==> src/rtl/vga_timing_core.sv <==
// VGA timing generator with early pixel-coordinate requests, integer down-scaling
// and a built-in colour-bar test pattern.
module vga_timing_core #(
    parameter int unsigned H_SYNC     = 96,
    parameter int unsigned H_BP       = 48,
    parameter int unsigned H_ACTIVE   = 640,
    parameter int unsigned H_FP       = 16,
    parameter int unsigned V_SYNC     = 2,
    parameter int unsigned V_BP       = 33,
    parameter int unsigned V_ACTIVE   = 480,
    parameter int unsigned V_FP       = 10,
    parameter logic        SYNC_POL   = 1'b0,
    parameter int unsigned RGB_W      = 3,
    parameter int unsigned PIX_LAT    = 1,
    parameter int unsigned SCALE_LOG2 = 0,
    parameter int unsigned XW         = 10,
    parameter int unsigned YW         = 10
) (
    input  logic             vga_clk,
    input  logic             sys_rst_n,
    input  logic             test_pattern,
    input  logic [RGB_W-1:0] pixel_data,
    output logic             pixel_req,
    output logic [XW-1:0]    pixel_xpos,
    output logic [YW-1:0]    pixel_ypos,
    output logic             vga_hs,
    output logic             vga_vs,
    output logic             vga_de,
    output logic [RGB_W-1:0] vga_rgb,
    output logic             frame_start,
    output logic             line_start
);

    localparam int unsigned H_TOTAL = H_SYNC + H_BP + H_ACTIVE + H_FP;
    localparam int unsigned V_TOTAL = V_SYNC + V_BP + V_ACTIVE + V_FP;
    localparam int unsigned HA0     = H_SYNC + H_BP;
    localparam int unsigned HA1     = HA0 + H_ACTIVE;
    localparam int unsigned VA0     = V_SYNC + V_BP;
    localparam int unsigned VA1     = VA0 + V_ACTIVE;
    localparam int unsigned HW      = $clog2(H_TOTAL);
    localparam int unsigned VW      = $clog2(V_TOTAL);
    localparam int unsigned CW      = RGB_W / 3;

    if (PIX_LAT < 1 || PIX_LAT > H_BP) begin : g_bad_pix_lat
        $error("vga_timing_core: PIX_LAT must be in 1..H_BP");
    end
    if (RGB_W % 3 != 0) begin : g_bad_rgb_w
        $error("vga_timing_core: RGB_W must be a multiple of 3");
    end

    logic [HW-1:0]    h_cnt;
    logic [VW-1:0]    v_cnt;
    logic [31:0]      h_pos, v_pos, h_ahead, x_rel, y_rel, x_bar;
    logic             h_act, v_act, ahead_act;
    logic [2:0]       bar_idx, bar_colour;
    logic [RGB_W-1:0] bar_rgb, rgb_next;
    logic             hs_next, vs_next;

    always_ff @(posedge vga_clk or negedge sys_rst_n) begin
        if (!sys_rst_n) begin
            h_cnt <= '0;
            v_cnt <= '0;
        end else if (h_cnt == HW'(H_TOTAL - 1)) begin
            h_cnt <= '0;
            if (v_cnt == VW'(V_TOTAL - 1)) begin
                v_cnt <= '0;
            end else begin
                v_cnt <= v_cnt + 1'b1;
            end
        end else begin
            h_cnt <= h_cnt + 1'b1;
        end
    end

    always_comb begin
        h_pos     = 32'(h_cnt);
        v_pos     = 32'(v_cnt);
        h_ahead   = h_pos + PIX_LAT;
        h_act     = (h_pos >= HA0) && (h_pos < HA1);
        v_act     = (v_pos >= VA0) && (v_pos < VA1);
        ahead_act = (h_ahead >= HA0) && (h_ahead < HA1);
        x_rel     = h_ahead - HA0;
        y_rel     = v_pos - VA0;

        pixel_req  = ahead_act && v_act;
        pixel_xpos = '0;
        pixel_ypos = '0;
        if (pixel_req) begin
            pixel_xpos = XW'(x_rel >> SCALE_LOG2);
            pixel_ypos = YW'(y_rel >> SCALE_LOG2);
        end
    end

    // Bar index = number of bar boundaries already passed: x*8 >= k*H_ACTIVE.
    always_comb begin
        x_bar   = h_pos - HA0;
        bar_idx = '0;
        for (int unsigned k = 1; k < 8; k++) begin
            if ((x_bar << 3) >= k * H_ACTIVE) begin
                bar_idx = bar_idx + 3'd1;
            end
        end
        bar_colour = 3'd7 - bar_idx;
        bar_rgb    = {{CW{bar_colour[2]}}, {CW{bar_colour[1]}}, {CW{bar_colour[0]}}};
    end

    always_comb begin
        hs_next  = (h_pos < H_SYNC) ? SYNC_POL : ~SYNC_POL;
        vs_next  = (v_pos < V_SYNC) ? SYNC_POL : ~SYNC_POL;
        rgb_next = '0;
        if (h_act && v_act) begin
            rgb_next = test_pattern ? bar_rgb : pixel_data;
        end
    end

    always_ff @(posedge vga_clk or negedge sys_rst_n) begin
        if (!sys_rst_n) begin
            vga_hs      <= ~SYNC_POL;
            vga_vs      <= ~SYNC_POL;
            vga_de      <= 1'b0;
            vga_rgb     <= '0;
            frame_start <= 1'b0;
            line_start  <= 1'b0;
        end else begin
            vga_hs      <= hs_next;
            vga_vs      <= vs_next;
            vga_de      <= h_act && v_act;
            vga_rgb     <= rgb_next;
            frame_start <= (h_cnt == '0) && (v_cnt == '0);
            line_start  <= (h_cnt == '0);
        end
    end

endmodule

==> config.mk <==
export PLATFORM = sky130hd
export DESIGN_NAME = vga_timing_core
export DESIGN_NICKNAME = d
export VERILOG_FILES = /design/src/rtl/vga_timing_core.sv
export SDC_FILE = /design/constraint.sdc
export NUM_CORES = 1
export LEC_CHECK = 0
export BUFFER_PORTS_ARGS = -buffer_cell sky130_fd_sc_hd__buf_2
export CAP_MARGIN = 20
export CORE_ASPECT_RATIO = 0.75
export CORE_MARGIN = 5
export CORE_UTILIZATION = 50
export CTS_CLUSTER_SIZE = 30
export DETAILED_ROUTE_END_ITERATION = 8
export PLACE_DENSITY = 0.73
export SLEW_MARGIN = 20
export SYNTH_ARGS = -nofsm -noshare
export SYNTH_HDL_FRONTEND = slang
export SYNTH_SLANG_ARGS = --single-unit
==> constraint.sdc <==
create_clock -name vga_clk -period 5.8 [get_ports vga_clk]
set_clock_uncertainty 0.1 [all_clocks]
set_input_delay 0.29 -clock vga_clk [delete_from_list [all_inputs] [get_ports vga_clk]]
set_output_delay 0.29 -clock vga_clk [all_outputs]
set_load 0.005 [all_outputs]
==> flow_summary.html <==
<table>
<tr><th>Metric</th><th>Value</th></tr>
<tr><th colspan="2">STA</th></tr>
<tr><td>Max-slew headroom</td><td>38.7%</td></tr>
<tr><td>Final setup violation count</td><td>0</td></tr>
<tr><td>Final max-slew violation count</td><td>0</td></tr>
<tr><td>Total count of hold-check failures in the final report</td><td>0</td></tr>
<tr><td>Final Cycle Share</td><td>92.4%</td></tr>
<tr><td>Minimum period implied by the final worst setup slack</td><td>5.36 ns</td></tr>
<tr><td>Max frequency</td><td>187 MHz</td></tr>
<tr><td>Setup tns final</td><td>0 ns</td></tr>
<tr><td>Unrepaired setup endpoints after global routing</td><td>false</td></tr>
<tr><td>Transition time at the pin with the least slew margin</td><td>0.911 ns</td></tr>
<tr><th colspan="2">Global routing</th></tr>
<tr><td>GR Util All Layers</td><td>19.1%</td></tr>
<tr><td>Number of global-route vias before repair</td><td>2,245</td></tr>
<tr><td>Overflow left after global routing</td><td>0</td></tr>
<tr><td>Antenna violations before repair</td><td>0</td></tr>
<tr><td>Wire length of the first global-routing pass</td><td>10,600 um</td></tr>
<tr><td>Pin count of the biggest net entering global routing</td><td>29</td></tr>
<tr><th colspan="2">Yosys</th></tr>
<tr><td>Yosys warns</td><td>0</td></tr>
<tr><td>Simple logic cell fraction of the synthesized area</td><td>27.0%</td></tr>
<tr><td>Syn Nets</td><td>352</td></tr>
<tr><td>Post-synthesis share of cell area spent on full adders, half adders and majority gates</td><td>8.00%</td></tr>
<tr><td>Number of instances in the synthesized netlist</td><td>329</td></tr>
<tr><td>Seq cells post-synth</td><td>28</td></tr>
<tr><td>Synthesized area per cell</td><td>8.08 sq um</td></tr>
<tr><td>Count of flip-flops with a built-in enable after synthesis</td><td>0</td></tr>
<tr><td>Main flop type after synthesis</td><td>dfrtp_1</td></tr>
<tr><td>Post-Synth XOR/XNOR Area</td><td>11.1%</td></tr>
<tr><td>Async set-or-reset flop fraction in the synthesized netlist</td><td>100%</td></tr>
<tr><td>Number of unique standard cell types used by synthesis</td><td>67</td></tr>
<tr><td>Complex-gate fraction of the synthesized area</td><td>20.0%</td></tr>
<tr><td>Fraction of synthesized area in multiplexers</td><td>0%</td></tr>
<tr><td>Post-synthesis sequential area ratio</td><td>26.4%</td></tr>
<tr><td>Combinational family with the most area after synthesis</td><td>simple AND/OR/NAND/NOR gates</td></tr>
<tr><td>Summed instance area of the synthesized netlist</td><td>2660 sq um</td></tr>
<tr><th colspan="2">Clock tree</th></tr>
<tr><td>Htree depth</td><td>1</td></tr>
<tr><td>Post-CTS Setup Repair Bufs</td><td>0</td></tr>
<tr><td>Clk Tree Root Cell</td><td>clkbuf_8</td></tr>
<tr><td>Clock sink count</td><td>28</td></tr>
<tr><td>Clock-pin slew reported for the worst setup and hold paths after clock tree synthesis</td><td>0.09 ns</td></tr>
<tr><td>Clock tree from TritonCTS</td><td>yes</td></tr>
<tr><td>CTS Buffer Depth</td><td>2</td></tr>
<tr><td>Source-to-sink clock delay at the later pin of the worst-skew pair</td><td>0.27 ns</td></tr>
<tr><td>Num CTS Buffers</td><td>3</td></tr>
<tr><th colspan="2">Critical path</th></tr>
<tr><td>CP required</td><td>5.90 ns</td></tr>
<tr><td>Setup CP Type</td><td>flop to flop</td></tr>
<tr><td>Highest net fanout along the worst path</td><td>5</td></tr>
<tr><td>Crit. End Element</td><td>flop</td></tr>
<tr><td>Kind of launch point of the worst setup path</td><td>flop</td></tr>
<tr><td>Arrival time worst endpoint</td><td>5.46 ns</td></tr>
<tr><th colspan="2">Placement</th></tr>
<tr><td>Final Wtd Congestion</td><td>0.874</td></tr>
<tr><td>I/O Buffers</td><td>34</td></tr>
<tr><td>Detailed placer's ending HPWL</td><td>4830 um</td></tr>
<tr><th colspan="2">Worst hold path</th></tr>
<tr><td>Class of the tightest hold or removal check</td><td>input port to flop</td></tr>
<tr><th colspan="2">Power and ir drop</th></tr>
<tr><td>Power density over the cells</td><td>107 nW/um^2</td></tr>
<tr><td>Maximum vdd ir drop</td><td>0.000104 V</td></tr>
<tr><td>Overall power of the completed layout</td><td>0.312 mW</td></tr>
<tr><td>Leakage power</td><td>1.42 nW</td></tr>
<tr><th colspan="2">Detailed routing</th></tr>
<tr><td># DRC</td><td>0</td></tr>
<tr><td>Number of antenna-violating nets in the routed design</td><td>0</td></tr>
<tr><td>Wire length per cell after detailed routing</td><td>14.7 um</td></tr>
<tr><td>Detailed Routing Iterations Pass 1</td><td>4</td></tr>
<tr><td>Total wire length after detailed routing</td><td>6310 um</td></tr>
<tr><td>DRT iter0 DRCs</td><td>149</td></tr>
<tr><td>Vias post-DR</td><td>2,388</td></tr>
<tr><td>Average vias per placed instance</td><td>5.55</td></tr>
<tr><th colspan="2">Run</th></tr>
<tr><td>Max-capacitance violation count</td><td>0</td></tr>
<tr><th colspan="2">Floorplan</th></tr>
<tr><td>Die span in x</td><td>94.2 um</td></tr>
<tr><td>Standard-cell rows</td><td>23</td></tr>
<tr><td>Overall die area</td><td>6890 sq um</td></tr>
<tr><td>Vertical die dimension</td><td>73.2 um</td></tr>
<tr><td>Top Ports</td><td>35</td></tr>
<tr><td>Initial core utilization</td><td>50.8%</td></tr>
<tr><td>Area of the placeable core</td><td>5240 sq um</td></tr>
<tr><th colspan="2">Layout</th></tr>
<tr><td>Final-layout fill cell count</td><td>505</td></tr>
<tr><td>Area grow syn2layout</td><td>9.98%</td></tr>
<tr><td>Sequential standard cell area</td><td>703 sq um</td></tr>
<tr><td>Footprint of the multi-input gates</td><td>1770 sq um</td></tr>
<tr><td>Net count of the finished layout</td><td>379</td></tr>
<tr><td>Layout cells sized above 1</td><td>18.6%</td></tr>
<tr><td>Number of diodes added for antenna fixing</td><td>0</td></tr>
<tr><th colspan="2">Run status</th></tr>
<tr><td>Outcome</td><td>finished, final reports clean</td></tr>
</table>
-- metal layers --
layer,wire length (um),vias up,track usage (%)
li1,-,1205,-
met4,36,0,2.40
met3,294,4,2.78
met1,3220,1135,28.3
met5,0,-,0
met2,2760,44,30.5
-- report_power, final --
| group | total [mW] | switching (mW) | internal, mW |
|---|---|---|---|
| Clock | 0.110 | 0.0610 | 0.0493 |
| Combinational | 0.00691 | 0.00490 | 0.00202 |
| Sequential | 0.195 | 0 | 0.195 |
-- what timing repair did --
action | CTS | global route
gates resized for setup | 0 | 2
endpoints found under the hold margin | 26 | 0
hold buffers | 1 | 0
setup endpoints to repair | 0 | 2
-- worst max-delay path: stages (launching register included) --
cell	delay, ns
dfrtp_1	0.36
inv_1	0.09
ha_1	0.23
or4b_4	0.49
o32a_4	0.34
nand2_1	0.13
nand3_1	0.11
a31o_2	0.25
and3_1	0.19
ha_1	0.34
o211a_1	0.17
a211oi_4	0.31
ha_1	0.29
nand2_1	0.06
nand2_1	0.06
ha_1	0.29
nor2_1	0.11
a21oi_1	0.05
ha_1	0.28
nor2_1	0.13
a211oi_2	0.06
ha_1	0.21
a211o_1	0.27
and4_1	0.19
nor3_1	0.16
-- final timing paths --
check | slack [ns] | cells past startpoint | end | startpoint
max | 0.44 | 24 | vga_rgb[2] | h_cnt[4]
min reg2reg | 0.46 | 1 | v_cnt[8] | v_cnt[8]
min | 0.19 | 2 | vga_rgb[0] | test_pattern
min in group asynchronous | 0.45 | 2 | v_cnt[3] | sys_rst_n
max reg2reg | 0.44 | 24 | vga_rgb[2] | h_cnt[4]
max in group asynchronous | 4.73 | 2 | h_cnt[7] | sys_rst_n
-- synthesized netlist by cell type, types with 2 or more instances --
library cell	number	area, sq um
and3_1	3	18.8
o21a_1	4	30.0
nor2_1	45	169
a21oi_1	11	55.1
nand2b_1	5	31.3
xnor2_1	17	149
inv_1	19	71.3
nand4_1	5	31.3
a21boi_0	2	15.0
nor2b_1	5	31.3
or2b_2	3	26.3
o31ai_1	3	22.5
xor2_1	14	123
or3_1	3	18.8
nor3_1	12	60.1
a211oi_1	3	22.5
a21o_1	3	22.5
a31oi_1	5	31.3
ha_1	17	213
nand2_1	28	105
nor4_1	5	31.3
o22ai_1	2	12.5
nand3_1	8	40.0
nand3b_1	2	15.0
and4_1	2	17.5
and2_1	2	12.5
dfstp_2	2	52.6
dfrtp_1	26	651
or2_2	3	18.8
o211ai_1	4	30.0
clkbuf_8	3	41.3
buf_2	2	10.0
o21ai_0	13	65.1
o32a_1	2	20.0
clkbuf_1	13	48.8
buf_6	2	22.5
-- cell usage in the layout, fill, tap and decap left out, types with 8 or more instances in the layout --
cell / instances
dfrtp_1: 26
buf_4: 8
xor2_1: 14
xnor2_1: 17
nand2_1: 28
ha_1: 17
nor3_1: 12
a21oi_1: 11
nand3_1: 8
o21ai_0: 13
inv_1: 19
nor2_1: 45
buf_2: 34
-- kinds of logic (layout without fill, tap and decap cells) --
logic type,after synthesis,in the layout
adders and majority gates,17,17
and+or+nand+nor,140,140
DFF,28,28
buffers and inverters,40,66
xor gates and xnor gates,32,32
AOI/OAI and AO/OA,72,72
-- per-stage QoR --
stage          hold WS, ns  setup WS, ns  utilization, %  std cells  area [sq um]
2_1_floorplan       -0.106         0.345               -        329          2660
3_3_place_gp         0.240         0.686            54.5        425          2860
3_5_place_dp         0.245         0.429            54.5        425          2860
4_1_cts              0.177         0.387            55.6        430          2910
5_1_grt              0.191        0.0863            55.8        430          2920
6_report             0.193         0.440            55.8        430          2920
-- sequential cells by signal (all words and copies together) (netlist names) --
register / flops
vga_de: 1
vga_vs: 1
line_start: 1
h_cnt: 10
frame_start: 1
v_cnt: 10
vga_rgb: 3
vga_hs: 1
-- final cells by class --
cell class,count,area share [%]
Tap cell,75,3.21
Sequential cell,28,24.0
Inverter,19,2.44
Clock buffer,4,1.54
Timing Repair Buffer,43,8.22
Multi-Input combinational cell,261,60.5
(Power assumes the default switching activity.)
